===== src/rtl/eth_pkg.sv =====
// Shared Ethernet constants and the receive MAC state type.
package eth_pkg;

    localparam logic [7:0]  ETH_PREAMBLE  = 8'h55;
    localparam logic [7:0]  ETH_SFD       = 8'hD5;
    localparam logic [31:0] CRC32_POLY    = 32'hEDB88320;
    localparam logic [31:0] CRC32_INIT    = 32'hFFFFFFFF;
    localparam logic [31:0] CRC32_RESIDUE = 32'hDEBB20E3;

    // Four FCS bytes plus the one byte held back so tlast can land on it.
    localparam int DLY_BYTES = 5;
    localparam int CNT_W     = 11;

    typedef enum logic [1:0] {
        IDLE,
        PREAMBLE,
        DATA,
        DROP
    } rx_mac_state_t;

endpackage


===== src/rtl/crc32_d8.sv =====
// Combinational reflected CRC-32 update over one byte, LSB first.
module crc32_d8
    import eth_pkg::*;
(
    input  logic [31:0] crc_i,
    input  logic [7:0]  data_i,
    output logic [31:0] crc_o
);

    logic [31:0] c;

    always_comb begin
        c = crc_i ^ {24'h0, data_i};
        for (int i = 0; i < 8; i++) begin
            c = c[0] ? ((c >> 1) ^ CRC32_POLY) : (c >> 1);
        end
        crc_o = c;
    end

endmodule


===== src/rtl/rgmii_rx_mac.sv =====
// Receive MAC framer: strips preamble/SFD, checks FCS and length, emits
// AXI-Stream frames with the FCS removed plus per-frame statistics pulses.
module rgmii_rx_mac
    import eth_pkg::*;
#(
    parameter int MIN_FRAME  = 64,
    parameter int MAX_FRAME  = 1518,
    parameter int GAP_CYCLES = 3
) (
    input  logic       rx_mac_aclk,
    input  logic       rx_reset,
    input  logic       link_status,
    input  logic [7:0] s_axis_tdata,
    input  logic       s_axis_tvalid,
    output logic [7:0] m_axis_tdata,
    output logic       m_axis_tvalid,
    output logic       m_axis_tlast,
    output logic       m_axis_tuser,
    output logic       stat_good_frame,
    output logic       stat_bad_fcs,
    output logic       stat_bad_length,
    output logic       stat_preamble_err
);

    localparam int GW = $clog2(GAP_CYCLES + 1);

    rx_mac_state_t                      state_q;
    logic [31:0]                        crc_q, crc_d;
    logic [CNT_W-1:0]                   cnt_q, cnt_d;
    logic [GW-1:0]                      gap_q, gap_d;
    logic [DLY_BYTES-1:0][7:0]          dly_q;
    logic [7:0]                         tdata_q;
    logic                               tvalid_q, tlast_q, tuser_q;
    logic                               good_q, fcs_q, len_q, pre_q;
    logic                               gap_end, crc_bad, too_short;

    crc32_d8 u_crc (
        .crc_i  (crc_q),
        .data_i (s_axis_tdata),
        .crc_o  (crc_d)
    );

    assign cnt_d     = (&cnt_q) ? cnt_q : cnt_q + CNT_W'(1);
    assign gap_d     = s_axis_tvalid ? '0 :
                       (gap_q == GW'(GAP_CYCLES)) ? gap_q : gap_q + GW'(1);
    // True on the cycle that completes the run of idle cycles.
    assign gap_end   = !s_axis_tvalid && (gap_q == GW'(GAP_CYCLES - 1));
    assign crc_bad   = (crc_q != CRC32_RESIDUE);
    assign too_short = (cnt_q < CNT_W'(MIN_FRAME));

    always_ff @(posedge rx_mac_aclk) begin
        if (rx_reset) begin
            state_q  <= IDLE;
            crc_q    <= CRC32_INIT;
            cnt_q    <= '0;
            gap_q    <= '0;
            dly_q    <= '0;
            tdata_q  <= '0;
            tvalid_q <= 1'b0;
            tlast_q  <= 1'b0;
            tuser_q  <= 1'b0;
            good_q   <= 1'b0;
            fcs_q    <= 1'b0;
            len_q    <= 1'b0;
            pre_q    <= 1'b0;
        end else begin
            tvalid_q <= 1'b0;
            tlast_q  <= 1'b0;
            tuser_q  <= 1'b0;
            good_q   <= 1'b0;
            fcs_q    <= 1'b0;
            len_q    <= 1'b0;
            pre_q    <= 1'b0;
            gap_q    <= gap_d;

            case (state_q)
                IDLE: begin
                    if (s_axis_tvalid && link_status) begin
                        if (s_axis_tdata == ETH_PREAMBLE) begin
                            state_q <= PREAMBLE;
                        end else if (s_axis_tdata == ETH_SFD) begin
                            state_q <= DATA;
                            cnt_q   <= '0;
                            crc_q   <= CRC32_INIT;
                        end else begin
                            state_q <= DROP;
                            pre_q   <= 1'b1;
                        end
                    end
                end

                PREAMBLE: begin
                    if (!link_status || gap_end) begin
                        state_q <= IDLE;
                    end else if (s_axis_tvalid) begin
                        if (s_axis_tdata == ETH_SFD) begin
                            state_q <= DATA;
                            cnt_q   <= '0;
                            crc_q   <= CRC32_INIT;
                        end else if (s_axis_tdata != ETH_PREAMBLE) begin
                            state_q <= DROP;
                            pre_q   <= 1'b1;
                        end
                    end
                end

                DATA: begin
                    if (!link_status || gap_end) begin
                        // End of frame: the oldest delay-line byte is the last payload byte.
                        if (cnt_q >= CNT_W'(DLY_BYTES)) begin
                            tvalid_q <= 1'b1;
                            tlast_q  <= 1'b1;
                            tuser_q  <= crc_bad | too_short;
                            tdata_q  <= dly_q[DLY_BYTES-1];
                        end
                        good_q  <= !(crc_bad | too_short);
                        fcs_q   <= crc_bad;
                        len_q   <= too_short;
                        state_q <= IDLE;
                    end else if (s_axis_tvalid) begin
                        if (cnt_q == CNT_W'(MAX_FRAME)) begin
                            tvalid_q <= 1'b1;
                            tlast_q  <= 1'b1;
                            tuser_q  <= 1'b1;
                            tdata_q  <= dly_q[DLY_BYTES-1];
                            len_q    <= 1'b1;
                            state_q  <= DROP;
                        end else begin
                            crc_q <= crc_d;
                            cnt_q <= cnt_d;
                            dly_q <= {dly_q[DLY_BYTES-2:0], s_axis_tdata};
                            if (cnt_q >= CNT_W'(DLY_BYTES)) begin
                                tvalid_q <= 1'b1;
                                tdata_q  <= dly_q[DLY_BYTES-1];
                            end
                        end
                    end
                end

                DROP: begin
                    if (gap_end) begin
                        state_q <= IDLE;
                    end
                end

                default: state_q <= IDLE;
            endcase
        end
    end

    assign m_axis_tdata      = tdata_q;
    assign m_axis_tvalid     = tvalid_q;
    assign m_axis_tlast      = tlast_q;
    assign m_axis_tuser      = tuser_q;
    assign stat_good_frame   = good_q;
    assign stat_bad_fcs      = fcs_q;
    assign stat_bad_length   = len_q;
    assign stat_preamble_err = pre_q;

endmodule


===== config.mk =====
export PLATFORM = sky130hd
export DESIGN_NAME = rgmii_rx_mac
export DESIGN_NICKNAME = d
export VERILOG_FILES = /design/src/rtl/eth_pkg.sv /design/src/rtl/crc32_d8.sv /design/src/rtl/rgmii_rx_mac.sv
export SDC_FILE = /design/constraint.sdc
export NUM_CORES = 1
export LEC_CHECK = 0
export ABC_CLOCK_PERIOD_IN_PS = 2600
export CAP_MARGIN = 15
export CORE_ASPECT_RATIO = 2
export CORE_MARGIN = 1
export CORE_UTILIZATION = 55
export DETAILED_ROUTE_END_ITERATION = 10
export DONT_BUFFER_PORTS = 1
export GPL_TIMING_DRIVEN = 0
export HOLD_SLACK_MARGIN = 0.1
export MAX_ROUTING_LAYER = met4
export PLACE_DENSITY = 0.66
export SYNTH_ARGS = -nofsm -noshare
export SYNTH_HDL_FRONTEND = slang
export SYNTH_HIERARCHICAL = 1
export SYNTH_SLANG_ARGS = --single-unit

===== constraint.sdc =====
create_clock -name rx_mac_aclk -period 2.6 [get_ports rx_mac_aclk]
set_input_delay 0.52 -clock rx_mac_aclk [delete_from_list [all_inputs] [get_ports rx_mac_aclk]]
set_output_delay 0.52 -clock rx_mac_aclk [all_outputs]
set_load 0.03 [all_outputs]

; After elaboration in Yosys (flattened, before gate mapping)
; Cells that the tools add are included.
[op_classes]
addsub = 2
order_cmp = 2
n_eq_ne = 23
n_mux = 61
bitwise_logic = 13
n_reduce_logical = 18
[op_table]
columns = operator, count
row1 = 32-bit two-way mux, 16
row2 = 13-bit NOT with 14-bit output, 8
row3 = 11-bit two-way mux, 9
row4 = 32-bit one-hot mux with 3 select lines, 1
row5 = 11-bit one-hot mux with 3 select lines, 1
row6 = 8-bit two-way mux, 4
row7 = 32-bit != test (second input constant), 1
row8 = 32-bit by 8-bit XOR with 32-bit output, 1
row9 = 2-bit two-way mux, 10
row10 = 1-bit two-way mux, 18
row11 = 2-bit != test (second input constant), 9
row12 = 11-bit by 1-bit adder with 11-bit output (second input constant), 1
row13 = 11-bit == test (second input constant), 1
row14 = 11-bit by 3-bit greater-or-equal comparator with 1-bit output (second input constant), 1
row15 = 11-bit by 7-bit < comparator with 1-bit output (second input constant), 1
row16 = 11-bit AND reduction, 1
row17 = 3-bit != test (second input constant), 3
row18 = 9-bit AND reduction, 1
row19 = 2-bit == test (second input constant), 4
row20 = 8-bit by 7-bit == test with 1-bit output (second input constant), 1
row21 = 8-bit == test (second input constant), 1
row22 = 8-bit by 7-bit != test with 1-bit output (second input constant), 1
row23 = 2-bit one-hot mux with 4 select lines, 1
row24 = 8-bit AND reduction, 1
row25 = other kinds (17), 23
[totals]
register_bits = 102
output_inout_bits = 15
elab_cells = 136

; Depth between registers and ports, before layout
; Gate-level depths: netlist (run 1).
[depth]
ltp_word = 21
ltp_mapped = 9
mapped_depth_nobuf = 7

; Modules after synthesis
; The synthesis (run 1) kept the hierarchy.
[by_module_without_submodules]
columns = mod, instances, cells_per_inst, area_per_inst_um2
row1 = rgmii_rx_mac, 1, 457, 3997.6
row2 = crc32_d8, 1, 70, 835.8

; Worst setup path before layout (run 1)
; No wires, ideal clock.
[synth_timing]
kind = input -> register
start = in s_axis_tdata[5]
end = reg cnt_q[6]
setup_time_ps = 121
arrival_ps = 2071
t_required_ps = 2479
path_slack_ps = 408
stages = 6
n_path_buf = 1
path_cell_list = nand4bb_1 -> or4_4 -> buf_6 -> a211oi_4 -> nand3_2 -> mux2_4
[synth_between]
elab_chain_cells = 5
elab_cells_between_ends = 10
classes_between = eq/ne: 3 / mux: 6 / reduce/logical: 1
[synth_rtl]
columns = element, line_no
row1 = "start, declared", rgmii_rx_mac.sv:13  ; input logic [7:0] s_axis_tdata,
row2 = 8-bit == test, "rgmii_rx_mac.sv:81, rgmii_rx_mac.sv:96"
row3 = 11-bit two-way mux, -
row4 = "11-bit two-way mux, on equally long branches (2 in a row)", -
row5 = 11-bit one-hot mux with 3 select lines, -
row6 = "end signal, assigned", rgmii_rx_mac.sv:130  ; cnt_q <= cnt_d;
row7 = "end, declared", rgmii_rx_mac.sv:29  ; logic [CNT_W-1:0] cnt_q, cnt_d;
; Several ways; a longest one is shown, not always the timed one. The select of a mux whose other input is x is not followed.
; A chain may end at the register's enable or synchronous reset.

; Worst setup path after layout (run 1)
[layout_timing]
start = reg crc_q[11]
end = reg tuser_q (netlist: m_axis_tuser)
[layout_between]
elab_chain_cells = 4
[layout_rtl]
columns = element, line_no
row1 = "start, declared", rgmii_rx_mac.sv:28  ; logic [31:0] crc_q, crc_d;
row2 = "start signal, assigned", rgmii_rx_mac.sv:129  ; crc_q <= crc_d;
row3 = 32-bit != test, rgmii_rx_mac.sv:48  ; assign crc_bad = (crc_q != CRC32_RESIDUE);
row4 = 1-bit bitwise OR, rgmii_rx_mac.sv:113  ; tuser_q <= crc_bad | too_short;
row5 = 1-bit two-way mux, rgmii_rx_mac.sv:110  ; if (cnt_q >= CNT_W'(DLY_BYTES)) begin
row6 = 1-bit two-way mux, rgmii_rx_mac.sv:108  ; if (!link_status || gap_end) begin
row7 = "end signal, assigned", rgmii_rx_mac.sv:113
row8 = "end, declared", rgmii_rx_mac.sv:33  ; logic tvalid_q, tlast_q, tuser_q;
; Every way passes these cells.

==> results of run 1 <==
cell usage after synthesis (2+ instances only):
cell	n	area, um2
ha_1	5	62.56
nand3_1	5	25.02
xnor2_4	3	82.58
xnor3_1	3	67.56
inv_1	9	33.78
clkbuf_1	13	48.80
a21oi_1	47	235.2
o21ai_0	2	10.01
buf_2	11	55.05
nor4_1	4	25.02
nand2_1	121	454.2
xor2_1	12	105.1
dfxtp_1	102	2042
o31ai_1	4	30.03
o22ai_1	32	200.2
nor3_1	4	20.02
buf_6	3	33.78
a211oi_1	4	30.03
mux2i_1	8	80.08
xor2_2	2	32.53
xnor2_2	8	130.1
nand4b_1	7	61.31
or3_1	2	12.51
xnor2_1	44	385.4
nand3b_1	2	15.01
nor2_1	27	101.4
nand4_1	4	25.02
or4_1	2	15.01
and2_1	2	12.51
path summary, 6_finish.rpt:
path,from,end,slack [ns]
max,crc_q[11]$_SDFFE_PP1P_,m_axis_tuser$_SDFF_PP0_,0.31
min,s_axis_tdata[3],dly_q[3]$_SDFFE_PP0P_,0.31
max reg2reg,crc_q[11]$_SDFFE_PP1P_,m_axis_tuser$_SDFF_PP0_,0.31
min reg2reg,dly_q[1]$_SDFFE_PP0P_,dly_q[9]$_SDFFE_PP0P_,0.45
sequential cells by signal, indices dropped and copies added (netlist names):
| signal | cells |
|---|---|
| dly_q | 40 |
| crc_q | 32 |
| cnt_q | 11 |
| m_axis_tdata | 8 |
| gap_q | 2 |
| state_q | 2 |
| m_axis_tlast | 1 |
| m_axis_tuser | 1 |
| m_axis_tvalid | 1 |
| stat_bad_fcs | 1 |
| stat_bad_length | 1 |
| stat_good_frame | 1 |
| stat_preamble_err | 1 |
per-stage QoR:
step                setup WS, ns  utilization [%]
finish                    0.3146            61.13
global route              0.1850            61.13
CTS                       0.2428            61.13
detailed placement        0.2271            57.74
global placement          0.2502            57.74
floorplan                 0.4075                -
area by class of cell:
cell class	count	area, um2	area share [%]
well taps	100	125.1	2.383
multi-input cells	385	2596	49.45
clock buffers	10	239.0	4.552
plain buffers	30	157.7	3.003
inverters	10	37.54	0.7150
clock inverters	6	52.55	1.001
flip-flops and latches	102	2042	38.89
logic make-up (layout without fill, tap and decap cells):
logic type / after synthesis / after routing / synth area share, %
mux: 9 / 9 / 1.967
simple gates: 194 / 194 / 18.85
flops: 102 / 102 / 42.25
buf+inv: 40 / 56 / 4.038
xor+xnor: 75 / 75 / 18.20
compound gates: 102 / 102 / 13.41
fa+ha+maj: 5 / 5 / 1.294
per-layer routing:
layer | vias to the layer above | part of all wire (%) | GRT usage (%) | routed length, um
met4 | 0 | 4.8 | 15.28 | 502
li1 | 1822 | - | - | -
met1 | 1709 | 38 | 25.91 | 4007
met2 | 87 | 54 | 43.68 | 5642
met3 | 36 | 3.1 | 4.899 | 330
met5 | - | 0 | - | 0
worst max-delay path, stage by stage, from the launching register on:
cell and delay, ns:
dfxtp_1 0.34, or4b_2 0.70, nor4_1 0.66, nand3_1 0.20
a31oi_1 0.20, nor2_1 0.06
power by group:
part	switching [mW]	internal [mW]	total, mW
Combinational	0.216	0.193	0.409
Sequential	0.0156	1.57	1.59
Clock	0.615	0.692	1.31
Total	0.846	2.46	3.31
==> metrics.csv, run 1 <==
metric,value,unit
outcome,"complete, no violations",
drtIter0Drc,197,
yosysWarnings,6,
first_global_vias,3494,
num_antenna_cells,0,
cp.arrival,2.51,ns
syn_inst,527,
cp-start-kind,flop,
cts_tree,yes,
hold_class,input pin to flop,
dp_hpwl,7.931,mm
fp.dieW,68.29,um
routed_wl,10.48,mm
gp_congestion,0.9069,
antenna_found_initial,0,
numClockSinks,102,
drt-wirelength-per-cell,16.30,um
path_class,flop to flop,
fin_total_pwr,3.305,mW
die_y,134.6,um
fill_cells,767,
power_density,629.6,nW/um2
fin_crit,2.285,ns
grt_usage,25.66,%
vias,3654,
cts_root_buffer,clkbuf_16,
rsz0062_at_grt,false,
drv_slew,0,
syn-num-nets,544,
design_area,5250,um2
ys_types,64,
grt_max_degree,19,
syn_area,4833,um2
grt_pass1_wl,16.95,mm
fin_setup_tns,0,ns
final_antenna_net_count,0,
skew,0.007995,ns
clock_path_buffers,2,
cap_violations,0,
place_area,4959,um2
layout_common_cells,"nand2_1 (121), dfxtp_1 (102), a21oi_1 (47), xnor2_1 (44), o22ai_1 (32)",
crit_path_max_fanout,3,
place_inst,627,
finalHoldViolCount,0,
rr_worst_depth,5,
cts.reportedPaths.clkPinSlew,0.07,ns
synth_ff_type,dfxtp_1,
dieArea,9189,um2
h-tree-depth,3,
required,2.83,ns
end_kind,flop,
max_slew_margin,51.68,%
worst-slew-pin-transition,0.7182,ns
async_flop_share,0,%
fmax,0.4376,GHz
grt-ovfl-total,0,
syn_avg_cell_area,9.172,um2
post_cts_resized,0,
vdd_drop_max,368.7,uV
fin_nets,555,
syn_to_final_growth,8.620,%
clkLatencyLatePin,0.35,ns
via_per_inst,5.683,
cts_hold_buf,0,
ios,27,
synth_edf_count,0,
start_util,56.28,%
dr.pass1.iters,4,
layout_commonest_cell,nand2_1,
drive_gt1_share,11.79,%
drc,0,
ys_seq_area_share,42.25,%
leakage,1.855,nW
rows,48,
ys_seq_elements,102,
fin_cells,643,
cts_buffers,9,
setup_viol,0,
port_buffers,0,
finalCritPeriodShare,87.90,%
postCtsSetupRepairBufs,0,
design.core.area,8588,um2
timing.hold.ws,0.3061,ns
hold_depth,2,
Note: power is estimated with default switching activity, not from simulation.
==> run 2: changes to the inputs <==
Settings changed: ABC_AREA from default to 1.
==> run 2 against run 1 <==
  * Sequential share of layout area down 6.3 points
  * Clock skew down 0.0026 ns
  * Non-clock buffer count up 8
  * Hold slack better by 0.050 ns
  * Critical path depth up 6
  * Clock power up 7%
  * Total power up 60%
  * Global-route usage up 5.5 points
  * Maximum frequency up 8.3%
  * Clock-buffer cell count unchanged
  * Cell area up 19%
  * Critical path type unchanged
  * Largest power group is now combinational cells
==> metrics.csv, run 2 <==
metric,value,unit,change
worst-slew-pin-transition,0.5856,ns,was 0.7182 ns
gp_congestion,0.9672,,was 0.9069
synth_edf_count,0,,unchanged
path_cells,inv_1 -> ha_1 -> inv_1 -> nor2_1 -> nor2_1 -> nand2_1 -> nand2_1 -> clkinv_1 -> nand2_1 -> nor2_1 -> nor3_1,,was or4b_2 -> nor4_1 -> nand3_1 -> a31oi_1 -> nor2_1
startpoint,gap_q[0]$_SDFFE_PP0P_,,was crc_q[11]$_SDFFE_PP1P_
grt_usage,31.21,%,was 25.66%
crit_path_max_fanout,9,,was 3
cap_violations,0,,unchanged
synth_top_area_share,35.32,%,was 42.25%
final_antenna_net_count,0,,unchanged
synth_ff_type,dfxtp_1,,unchanged
fin_nets,874,,was 555
drtIter0Drc,263,,was 197
place_area,5951,um2,was 4959 um2
fin_crit,2.111,ns,was 2.285 ns
design.core.area,10150,um2,was 8588 um2
skew,0.005372,ns,was 0.007995 ns
cts_hold_buf,0,,unchanged
synth_common_cells,"nand2_1 (204), inv_1 (105), dfxtp_1 (102)",,"was nand2_1 (121), dfxtp_1 (102), a21oi_1 (47)"
first_global_vias,5255,,was 3494
largest_register_ffs,40,,unchanged
reg2reg_from,gap_q[0]$_SDFFE_PP0P_,,was crc_q[11]$_SDFFE_PP1P_
port_buffers,0,,unchanged
ys_seq_elements,102,,unchanged
cts.reportedPaths.clkPinSlew,0.07,ns,about the same
reg.largest.list,"dly_q: 40 flops, crc_q: 32 flops, cnt_q: 11 flops",,unchanged
syn-num-nets,863,,was 544
leakage,2.857,nW,was 1.855 nW
grt-ovfl-total,0,,unchanged
syn_avg_cell_area,6.834,um2,was 9.172 um2
dr.pass1.iters,7,,was 4
timing.hold.ws,0.3560,ns,was 0.3061 ns
via_per_inst,5.430,,was 5.683
max_stage_delay,0.35,ns,was 0.70 ns
r2r_setup_slack,0.49,ns,was 0.31 ns
synth.most_common_cell,nand2_1,,unchanged
h-tree-depth,3,,unchanged
cts_tree,yes,,unchanged
post_cts_resized,0,,unchanged
cp-start-kind,flop,,unchanged
critPathCapture,m_axis_tdata[7]$_SDFFE_PP0P_,,was m_axis_tuser$_SDFF_PP0_
vias,5414,,was 3654
drt-wirelength-per-cell,15.48,um,was 16.30 um
numClockSinks,102,,unchanged
power_density,843.6,nW/um2,was 629.6 nW/um2
required,2.87,ns,was 2.83 ns
preCtsSetupSlack,0.4789,ns,was 0.2271 ns
ys_types,32,,was 64
syn_inst,846,,was 527
clock_path_buffers,2,,unchanged
setup_ws,0.4890,ns,was 0.3146 ns
design_area,6257,um2,was 5250 um2
async_flop_share,0,%,unchanged
grt_pass1_wl,24.94,mm,was 16.95 mm
layout_commonest_cell,nand2_1,,unchanged
finish.utilization,61.65,%,was 61.13%
hold_class,input pin to flop,,unchanged
rr_worst_depth,11,,was 5
drive_gt1_share,9.745,%,was 11.79%
dp_hpwl,12.16,mm,was 7.931 mm
path_class,flop to flop,,unchanged
postCtsSetupRepairBufs,0,,unchanged
syn_to_final_growth,8.223,%,was 8.620%
layout_common_cells,"nand2_1 (204), inv_1 (105), dfxtp_1 (102), nand3_1 (75), a21oi_1 (64)",,"was nand2_1 (121), dfxtp_1 (102), a21oi_1 (47), xnor2_1 (44), o22ai_1 (32)"
r2r-end,m_axis_tdata[7]$_SDFFE_PP0P_,,was m_axis_tuser$_SDFF_PP0_
cts_buffers,9,,unchanged
finalHoldViolCount,0,,unchanged
yosysWarnings,6,,unchanged
synthTopCellsByArea,"dfxtp_1 (35%), nand2_1 (13%), inv_1 (6.8%)",,"was dfxtp_1 (42%), nand2_1 (9.4%), xnor2_1 (8.0%)"
rsz0062_at_grt,false,,unchanged
fin_total_pwr,5.278,mW,was 3.305 mW
finalCritPeriodShare,81.19,%,was 87.90%
fmax,0.4737,GHz,was 0.4376 GHz
vdd_drop_max,545.9,uV,was 368.7 uV
crit_slowest_cell,dfxtp_1,,was or4b_2
num_antenna_cells,0,,unchanged
drc,0,,unchanged
cts_root_buffer,clkbuf_16,,unchanged
setup_viol,0,,unchanged
max_slew_margin,60.96,%,was 51.68%
grt_max_degree,19,,unchanged
antenna_found_initial,0,,unchanged
fin_setup_tns,0,ns,unchanged
dieArea,10950,um2,was 9189 um2
die_y,147,um,was 134.6 um
fp.dieW,74.50,um,was 68.29 um
clkLatencyLatePin,0.35,ns,about the same
end_kind,flop,,unchanged
fin_cells,997,,was 643
yosys.area.top_type,dfxtp_1,,unchanged
ios,27,,unchanged
start_util,56.96,%,was 56.28%
ys_seq_area_share,35.32,%,was 42.25%
fill_cells,987,,was 767
outcome,"complete, no violations",,unchanged
drv_slew,0,,unchanged
rows,52,,was 48
cp.arrival,2.38,ns,was 2.51 ns
syn_area,5782,um2,was 4833 um2
largest-register,dly_q,,unchanged
routed_wl,15.43,mm,was 10.48 mm
place_inst,981,,was 627
==> run 2: cell count changes after synthesis, sizes merged, moves of 20 or more <==
| cell | change |
|---|---|
| nand2 | +111 |
| nand3 | +72 |
| o211ai | +32 |
| inv | +100 |
| xnor2 | -44 |
| nor2 | +38 |
| xor2 | +20 |
| o22ai | -32 |
| o21ai | +48 |
==> run 2: final cells by class <==
type / count / area [um2] / share of cell area, %
Multi-Input combinational cell: 595 / 3105 / 49.63
Clock inverter: 6 / 77.57 / 1.240
Sequential cell: 102 / 2042 / 32.63
Buffer: 38 / 217.7 / 3.479
Inverter: 111 / 416.7 / 6.659
Tap cell: 135 / 168.9 / 2.699
Clock buffer: 10 / 229.0 / 3.659
==> run 2: worst min path at each step <==
| stage | from | endpoint | slack [ns] | depth (start not counted) |
|---|---|---|---|---|
| 2_1_floorplan | dly_q[0]$_SDFFE_PP0P_ | dly_q[0]$_SDFFE_PP0P_ | 0.42 | 2 |
| 3_3_place_gp | dly_q[26]$_SDFFE_PP0P_ | dly_q[26]$_SDFFE_PP0P_ | 0.43 | 2 |
| 3_5_place_dp | dly_q[17]$_SDFFE_PP0P_ | dly_q[17]$_SDFFE_PP0P_ | 0.43 | 2 |
| 4_1_cts | s_axis_tvalid | gap_q[0]$_SDFFE_PP0P_ | 0.35 | 3 |
| 5_1_grt | s_axis_tvalid | gap_q[0]$_SDFFE_PP0P_ | 0.36 | 3 |
| 6_report | s_axis_tvalid | gap_q[0]$_SDFFE_PP0P_ | 0.36 | 3 |
==> run 2: layer usage <==
layer / global-route usage (%) / part of all wire (%) / vias up
li1: - / - / 2727
met1: 27.22 / 34 / 2474
met2: 58.51 / 56 / 148
met3: 4.252 / 3.1 / 65
met4: 19.81 / 6.8 / 0
met5: - / 0 / -
==> run 2: logic make-up (layout without fill, tap and decap cells) <==
group / after synthesis / count (layout) / synth area share [%]
simple gates: 397 / 397 / 30.99
buf+inv: 149 / 165 / 10.97
compound gates: 147 / 147 / 14.15
flops: 102 / 102 / 35.32
xor+xnor: 46 / 46 / 7.488
fa+ha+maj: 5 / 5 / 1.082
==> run 2: power by group <==
group | switching, mW | total (mW) | leakage [nW] | internal (mW)
Clock | 0.632 | 1.40 | 0.147 | 0.766
Sequential | 0.169 | 1.89 | 0.827 | 1.73
Combinational | 1.33 | 1.99 | 1.88 | 0.657
Total | 2.13 | 5.28 | 2.86 | 3.15
==> run 2: critical path: cells and delay by family, from the launching register on <==
kind	cells	cell delay (ns)
AND/OR/NAND/NOR	7	1.09
adder cells (fa/ha/maj)	1	0.21
buffers and inverters	3	0.37
flip-flops	1	0.35
